File: config.mk
export PLATFORM = sky130hd
export DESIGN_NAME = mxu_stream_sequencer
export DESIGN_NICKNAME = d
export VERILOG_FILES = /design/src/rtl/mxu_stream_sequencer.sv
export SDC_FILE = /design/constraint.sdc
export NUM_CORES = 1
export LEC_CHECK = 0
export CAP_MARGIN = 20
export CORE_MARGIN = 2
export CORE_UTILIZATION = 28
export DETAILED_ROUTE_END_ITERATION = 12
export GPL_TIMING_DRIVEN = 0
export MAX_ROUTING_LAYER = met4
export PLACE_DENSITY = 0.64
export SLEW_MARGIN = 15
export SYNTH_ARGS = -nofsm -noshare
export SYNTH_HDL_FRONTEND = slang
export SYNTH_SLANG_ARGS = --single-unit
File: constraint.sdc
create_clock -name clk -period 1.9 [get_ports clk]
set_clock_uncertainty 0.2 [all_clocks]
set_input_delay 0.285 -clock clk [delete_from_list [all_inputs] [get_ports clk]]
set_output_delay 0.285 -clock clk [all_outputs]
set_load 0.03 [all_outputs]
File: src/rtl/mxu_stream_sequencer.sv
// mxu_stream_sequencer: collects DIM x DIM A and B operands from an element
// stream, fires a single start pulse at temporal_mxu, captures the result on a
// fresh valid edge and streams the result elements back out in row-major order.
module mxu_stream_sequencer #(
    parameter int BIT_WIDTH = 4,
    parameter int DIM       = 2,
    parameter int TIMEOUT   = 1024
) (
    input  logic                                      clk,
    input  logic                                      reset_n,
    input  logic                                      in_valid,
    output logic                                      in_ready,
    input  logic [BIT_WIDTH-1:0]                      in_data,
    output logic                                      mxu_start,
    output logic [DIM-1:0][DIM-1:0][BIT_WIDTH-1:0]    mxu_A,
    output logic [DIM-1:0][DIM-1:0][BIT_WIDTH-1:0]    mxu_B,
    input  logic                                      mxu_out_valid,
    input  logic [DIM-1:0][DIM-1:0][2*BIT_WIDTH-1:0]  mxu_out,
    output logic                                      res_valid,
    input  logic                                      res_ready,
    output logic [2*BIT_WIDTH-1:0]                    res_data,
    output logic                                      res_last,
    output logic                                      busy,
    output logic                                      err
);

    localparam int NELEM = DIM * DIM;
    localparam int IW    = (NELEM > 1) ? $clog2(NELEM) : 1;
    localparam int RW    = (DIM > 1) ? $clog2(DIM) : 1;
    localparam int CW    = (TIMEOUT > 1) ? $clog2(TIMEOUT) : 1;

    localparam logic [IW-1:0] IDX_LAST  = IW'(NELEM - 1);
    localparam logic [CW-1:0] WAIT_LAST = CW'((TIMEOUT > 0) ? (TIMEOUT - 1) : 0);

    typedef enum logic [2:0] {
        LOAD_A,
        LOAD_B,
        START,
        WAIT,
        DRAIN
    } state_t;

    state_t                                    r_state;
    state_t                                    w_nextState;
    logic [IW-1:0]                             r_idx;
    logic [CW-1:0]                             r_waitCnt;
    logic                                      r_prevValid;
    logic                                      r_err;
    logic [DIM-1:0][DIM-1:0][BIT_WIDTH-1:0]    r_mxuA;
    logic [DIM-1:0][DIM-1:0][BIT_WIDTH-1:0]    r_mxuB;
    logic [DIM-1:0][DIM-1:0][2*BIT_WIDTH-1:0]  r_resBuf;

    logic [RW-1:0] w_row;
    logic [RW-1:0] w_col;
    logic          w_idxLast;
    logic          w_inFire;
    logic          w_resFire;
    logic          w_rise;
    logic          w_start;
    logic          w_resValid;
    logic          w_capture;
    logic          w_timeout;

    // The same element index walks the operand matrices while loading and the
    // result buffer while draining, so one row/column decode serves both.
    assign w_row     = RW'(int'(r_idx) / DIM);
    assign w_col     = RW'(int'(r_idx) % DIM);
    assign w_idxLast = (r_idx == IDX_LAST);

    assign in_ready  = reset_n && ((r_state == LOAD_A) || (r_state == LOAD_B));
    assign w_inFire  = in_valid && in_ready;
    assign w_resFire = w_resValid && res_ready;

    // Only a low-to-high transition counts as a new result, so a valid level
    // left over from an earlier operation cannot be mistaken for this one.
    assign w_rise    = mxu_out_valid && !r_prevValid;

    // State register.
    always_ff @(posedge clk) begin
        if (!reset_n) begin
            r_state <= LOAD_A;
        end else begin
            r_state <= w_nextState;
        end
    end

    // Next-state decode and the per-state control strobes.
    always_comb begin
        w_nextState = r_state;
        w_start     = 1'b0;
        w_resValid  = 1'b0;
        w_capture   = 1'b0;
        w_timeout   = 1'b0;
        case (r_state)
            LOAD_A: begin
                if (w_inFire && w_idxLast) begin
                    w_nextState = LOAD_B;
                end
            end
            LOAD_B: begin
                if (w_inFire && w_idxLast) begin
                    w_nextState = START;
                end
            end
            START: begin
                w_start     = 1'b1;
                w_nextState = WAIT;
            end
            WAIT: begin
                if (w_rise) begin
                    w_capture   = 1'b1;
                    w_nextState = DRAIN;
                end else if ((TIMEOUT != 0) && (r_waitCnt == WAIT_LAST)) begin
                    w_timeout   = 1'b1;
                    w_nextState = LOAD_A;
                end
            end
            DRAIN: begin
                w_resValid = 1'b1;
                if (res_ready && w_idxLast) begin
                    w_nextState = LOAD_A;
                end
            end
            default: begin
                w_nextState = LOAD_A;
            end
        endcase
    end

    // Element index: advances on every operand or result handshake and wraps
    // to zero at the end of a matrix or when a wait ends either way.
    always_ff @(posedge clk) begin
        if (!reset_n) begin
            r_idx <= '0;
        end else if (w_inFire || w_resFire) begin
            r_idx <= w_idxLast ? '0 : (r_idx + 1'b1);
        end else if (w_capture || w_timeout) begin
            r_idx <= '0;
        end
    end

    // Operand matrices: written element by element and otherwise held, so the
    // MXU sees stable operands through the start pulse and the whole wait.
    always_ff @(posedge clk) begin
        if (!reset_n) begin
            r_mxuA <= '0;
            r_mxuB <= '0;
        end else if (w_inFire) begin
            if (r_state == LOAD_A) begin
                r_mxuA[w_row][w_col] <= in_data;
            end else begin
                r_mxuB[w_row][w_col] <= in_data;
            end
        end
    end

    // Result buffer: snapshot of the MXU output taken on the capture edge.
    always_ff @(posedge clk) begin
        if (!reset_n) begin
            r_resBuf <= '0;
        end else if (w_capture) begin
            r_resBuf <= mxu_out;
        end
    end

    // Wait counter: zeroed by the start pulse, counts wait cycles without a result.
    always_ff @(posedge clk) begin
        if (!reset_n) begin
            r_waitCnt <= '0;
        end else if (w_start) begin
            r_waitCnt <= '0;
        end else if ((r_state == WAIT) && !w_capture && !w_timeout) begin
            r_waitCnt <= r_waitCnt + 1'b1;
        end
    end

    // Previous MXU valid level, tracked in every state for edge detection.
    always_ff @(posedge clk) begin
        if (!reset_n) begin
            r_prevValid <= 1'b0;
        end else begin
            r_prevValid <= mxu_out_valid;
        end
    end

    // Sticky timeout flag; only reset clears it.
    always_ff @(posedge clk) begin
        if (!reset_n) begin
            r_err <= 1'b0;
        end else if (w_timeout) begin
            r_err <= 1'b1;
        end
    end

    assign mxu_A     = r_mxuA;
    assign mxu_B     = r_mxuB;
    assign mxu_start = w_start;
    assign res_valid = w_resValid;
    assign res_data  = r_resBuf[w_row][w_col];
    assign res_last  = w_resValid && w_idxLast;
    assign busy      = !((r_state == LOAD_A) && (r_idx == '0));
    assign err       = r_err;

endmodule

==> results of run 1 <==
-- per-stage QoR --
step           power, µW  worst slack [ps]   util
2_1_floorplan       1900              1.30      -
3_3_place_gp        2050              -667  0.367
3_5_place_dp        2050              -709  0.367
4_1_cts             3810              -174  0.401
5_1_grt             3900              -211  0.413
6_report            3780              -164  0.413
-- layer usage --
layer | part of all wire | global-route usage | vias up | wire [µm]
met1 | 0.46 | 0.193 | 1477 | 4550
met2 | 0.48 | 0.231 | 70 | 4720
li1 | - | - | 1507 | -
met4 | 0.0072 | 0.0424 | 0 | 70
met3 | 0.045 | 0.0340 | 7 | 440
met5 | 0 | - | - | 0
-- logic make-up after synthesis --
logic type,share of synthesized area
muxes,0.140
buffers and inverters,0.0357
adders and majority gates,0.0175
xor gates and xnor gates,0.00245
and+or+nand+nor,0.228
DFF,0.453
AOI/OAI and AO/OA,0.122
-- power groups by stage --
stage               sequential [µW]  clock (µW)  combinational [µW]
floorplan                      1770           0                 128
finish                         1720        1730                 323
CTS                            1730        1760                 322
global placement               1760           0                 289
detailed placement             1760           0                 290
global route                   1720        1830                 346
-- registers in the layout (all words and copies together), names as in the netlist --
signal       flops
r_waitCnt       10
r_prevValid      1
r_idx            2
mxu_B           16
err              1
mxu_A           16
r_resBuf        32
r_state          3
-- repair_timing --
item / in CTS / in global routing
pin swaps: 2 / 13
resized for setup: 104 / 30
hold buffers: 0 / 0
setup buffers: 2 / 12
gates cloned: 1 / 0
endpoints found under the setup margin: 71 / 53
-- worst register-to-register path, cell delays in order, from the launching register on --
cell and delay (ps):
dfxtp_4 400, ha_1 290, nand2_1 180, nor4b_4 300, buf_4 210, mux2i_1 210
nor2b_1 60
-- area by class of cell --
| cell class | count | share of cell area |
|---|---|---|
| inverters | 3 | 0.00217 |
| clock inverters | 6 | 0.0130 |
| clock buffers | 9 | 0.0434 |
| flip-flops and latches | 81 | 0.315 |
| well taps | 172 | 0.0415 |
| plain buffers | 25 | 0.0309 |
| repair buffers | 97 | 0.183 |
| multi-input cells | 268 | 0.370 |
-- worst paths after layout --
kind / end / slack (ps) / startpoint / depth (start not counted)
setup reg to reg: mxu_B[13] / -60 / r_idx[0] / 6
hold reg to reg: r_resBuf[22] / 260 / r_resBuf[22] / 2
hold / removal: mxu_A[8] / 220 / in_data[0] / 3
setup / recovery: res_data[6] / -160 / r_idx[0] / 3
-- cell usage in the layout, fill, tap and decap left out, types with 2 or more instances in the layout --
cell,n
o21ai_1,4
mux2i_1,32
buf_4,15
a21o_1,2
mux4_2,8
buf_6,12
nand2_1,77
clkbuf_2,6
a21boi_0,34
ha_1,3
and2_1,3
clkinvlp_4,2
or3_1,5
a21oi_2,3
buf_2,2
clkdlybuf4s50_1,68
dfxtp_2,3
clkbuf_16,10
ha_4,2
a21oi_1,7
nand3_1,10
nor2b_1,36
and4_4,2
o21ai_0,6
inv_6,2
nand4_1,4
nand2b_1,3
o41ai_1,2
inv_1,3
dfxtp_1,75
nor2_1,3
clkbuf_1,13
dfxtp_4,3
==> flow_metrics.tcl, run 1 <==
set metrics [dict create \
    outcome "complete, but fails checks" \
    violations "setup timing" \
    syn_area_per_cell_um2 9.46 \
    grt_antenna_before_repair 0 \
    dieArea_um2 13700 \
    io_pins 87 \
    hold_violations 0 \
    critPathMaxFanout 5 \
    period_minus_slack_ps 2060 \
    synth-seq-cells 81 \
    area_delta_synth_final_pct 45.1 \
    setup_viol 15 \
    comb_power_share 0.086 \
    tns_ps -1490 \
    crit_family "multiplexers" \
    crit_type "register to output port" \
    whs_ps 217 \
    netlist_top_cells_count "dfxtp_1, nand2_1, nor2b_1" \
    die_x_um 117 \
    cts_tree "done" \
    die-height_um 117 \
    critPathBufInv 2 \
    fmax_mhz 485 \
    cts_max_path_buffers 2 \
    wl_per_cell_um 14.8 \
    grt_pass1_wl_mm 15.0 \
    ys.flop_type "dfxtp_1" \
    cp.arrival_ps 1580 \
    synth.area.top_cells "dfxtp_1, mux2i_1, nand2_1" \
    max_stage_delay_ps 530 \
    start_util 0.285 \
    regArea_um2 1640 \
    cts_htree_levels 3 \
    path_clk_slew_ps 60 \
    grt_pass1_vias 2947 \
    grt.overflow.total 0 \
    grt_max_degree 15 \
    seq_power_share 0.456 \
    holdCritPathClass "input pin to register" \
    n_antenna_cell 0 \
    cts_buffers 9 \
    min_period_over_period 1.09 \
    yosysTopAreaCellShare 0.453 \
    multi_input_area_um2 1920 \
    placed_cell_area_um2 4620 \
    synth_warnings 0 \
    hpwl_mm 6.83 \
    rows 41 \
    post_synth_num_cell_types 42 \
    ys_async_sr_fraction 0 \
    p_per_area_nw_per_um2 727 \
    cp_cell_sequence "buf_8 > mux4_2 > buf_6" \
    drive_gt1_frac 0.180 \
    critPathLaunchType "register" \
    fin_nets 531 \
    drtIter0Drc 118 \
    worst_pin_slew_ps 451 \
    cp-end-kind "output port" \
    fin_cells 661 \
    finalMaxSlewViolations 0 \
    dr.pass1.iters 4 \
    portBuffers 82 \
    track_usage 0.148 \
    critPathRequiredTime_ps 1410 \
    place_congestion 0.789 \
    max_cap_violations 0 \
    synth_most_common_cell "dfxtp_1" \
    p_leak_uw 0.00195 \
    drc 0 \
    vias 3061 \
    clockRootBuffer "clkbuf_16" \
    worst_slack_ps -164 \
    vias_per_cell 4.63 \
    slowest_stage "mux4_2" \
    clkPwrFrac 0.458 \
    max_slew_margin 0.699 \
    rsz0062_at_grt "yes" \
    drtAntennaViolNets 0 \
    cts_sinks 81 \
    clk-insertion-delay-late_ps 330 \
    fin_area_um2 5190 \
    fp.coreArea_um2 12600 \
    routed_wl_mm 9.78 \
    postSynthCellCount 378 \
    placed_cells 632 \
    syn_area_um2 3580 \
    fillers 1213 \
    synth_edf_count 0 \
    swShare 0.231 \
    syn_nets 424 \
    p_switching_uw 874 \
    p_int_uw 2900 \
    ys_seq_area_frac 0.453 \
    max-vdd-ir-drop_v 0.000428 \
    yosysTopAreaCell "dfxtp_1" \
]
Power figures use the tool's default switching activity.
==> run 2: changes to the inputs <==
CAP_MARGIN = default   (was 20)
CORE_ASPECT_RATIO = 0.5   (was default)
PLACE_DENSITY = default   (was 0.64)
PLACE_DENSITY_LB_ADDON = 0.2   (was default)
==> flow_metrics.tcl, run 2 (same netlist as run 1, synthesis figures left out) <==
set metrics [dict create \
    outcome "complete, but fails checks" \
    violations "setup timing" \
    n_antenna_cell 0 \
    cts_htree_levels 3 \
    area_delta_synth_final_pct 45.9 \
    cp.arrival_ps 1550 \
    p_per_area_nw_per_um2 718 \
    ctsHoldBuffers 0 \
    holdCritPathClass "input pin to register" \
    rsz0062_at_grt "yes" \
    grt_max_degree 14 \
    cts_tree "done" \
    critPathRequiredTime_ps 1410 \
    largest_reg_flops 32 \
    die_x_um 164 \
    path_clk_slew_ps 60 \
    cts_max_path_buffers 2 \
    portBuffers 82 \
    min_period_over_period 1.07 \
    cp-end-kind "output port" \
    final_cell_mix "nand2_1, dfxtp_1, clkdlybuf4s50_1, nor2b_1, a21boi_0" \
    wl_per_cell_um 14.2 \
    worst_pin_slew_ps 498 \
    grt_pass1_vias 2870 \
    crit_type "register to output port" \
    hpwl_mm 6.70 \
    grt_pass1_wl_mm 15.2 \
    p_leak_uw 0.00196 \
    vias_per_cell 4.50 \
    place_congestion 0.760 \
    rows 29 \
    fin_nets 528 \
    tns_ps -937 \
    cts_buffers 9 \
    worst_slack_ps -136 \
    die-height_um 83.9 \
    drtIter0Drc 144 \
    grt_antenna_before_repair 0 \
    setup_viol 9 \
    final_common_cell "nand2_1" \
    hold_violations 0 \
    dr.pass1.iters 4 \
    critPathLaunchType "register" \
    max_slew_margin 0.668 \
    fillers 1287 \
    max_cap_violations 0 \
    dieArea_um2 13700 \
    critPathMaxFanout 5 \
    period_minus_slack_ps 2040 \
    fmax_mhz 491 \
    vias 2955 \
    top_register "r_resBuf" \
    cts_sinks 81 \
    finalMaxSlewViolations 0 \
    fp.coreArea_um2 12600 \
    drive_gt1_frac 0.197 \
    track_usage 0.148 \
    max-vdd-ir-drop_v 0.000348 \
    utilization 0.416 \
    clk-insertion-delay-late_ps 330 \
    clockRootBuffer "clkbuf_16" \
    drc 0 \
    io_pins 87 \
    start_util 0.285 \
    drtAntennaViolNets 0 \
    routed_wl_mm 9.36 \
    grt.overflow.total 0 \
]
[run 2: area by class of cell]
| class | instances | area, µm² | area share |
|---|---|---|---|
| buffer | 25 | 169 | 0.0324 |
| clock inverter | 5 | 56.3 | 0.0108 |
| tap | 170 | 213 | 0.0408 |
| multi-input combinational | 268 | 1970 | 0.377 |
| inverter | 3 | 11.3 | 0.00216 |
| sequential | 81 | 1640 | 0.314 |
| timing repair buffer | 94 | 932 | 0.179 |
| clock buffer | 11 | 233 | 0.0446 |
[run 2: power breakdown]
group	total, µW	internal [µW]	switching, µW
registers	1720	1710	12.9
logic	329	179	150
clock network	1690	1020	676
[run 2: routing by layer]
| layer | share of wire | global-route usage | vias to the layer above |
|---|---|---|---|
| met5 | 0 | - | - |
| met2 | 0.45 | 0.220 | 51 |
| met4 | 0.0082 | 0.0359 | 0 |
| met3 | 0.032 | 0.0407 | 5 |
| met1 | 0.51 | 0.198 | 1390 |
| li1 | - | - | 1509 |
[run 2: final timing paths]
| path | start | to | slack, ps | cells after the start |
|---|---|---|---|---|
| hold / removal | in_data[0] | mxu_B[8] | 230 | 3 |
| setup / recovery | r_idx[0] | res_data[0] | -140 | 3 |
| hold reg to reg | r_resBuf[22] | r_resBuf[22] | 260 | 2 |
| setup reg to reg | r_waitCnt[0] | r_waitCnt[4] | 40 | 6 |
[run 2: timing repair]
item | in CTS | in global routing
hold endpoints to repair | 0 | 0
gates resized for setup | 109 | 46
setup endpoints to repair | 80 | 59
pin swaps | 3 | 13
gates cloned | 1 | 0
buffers inserted | 2 | 9
[run 2: through the flow]
stage	std cells	instance area (µm²)	hold slack, ps	worst slack (ps)	total power, µW
3_3_place_gp	630	4610	250	-649	2050
2_1_floorplan	378	3580	212	1.30	1900
5_1_grt	657	5220	244	-203	3920
3_5_place_dp	630	4610	257	-674	2050
4_1_cts	649	5040	248	-159	3800
6_report	657	5220	231	-136	3740
[run 2: worst max-delay path, cell delays in order (launching register included)]
cell and delay [ps]:
dfxtp_4 400, buf_12 130, mux4_2 530, buf_6 160
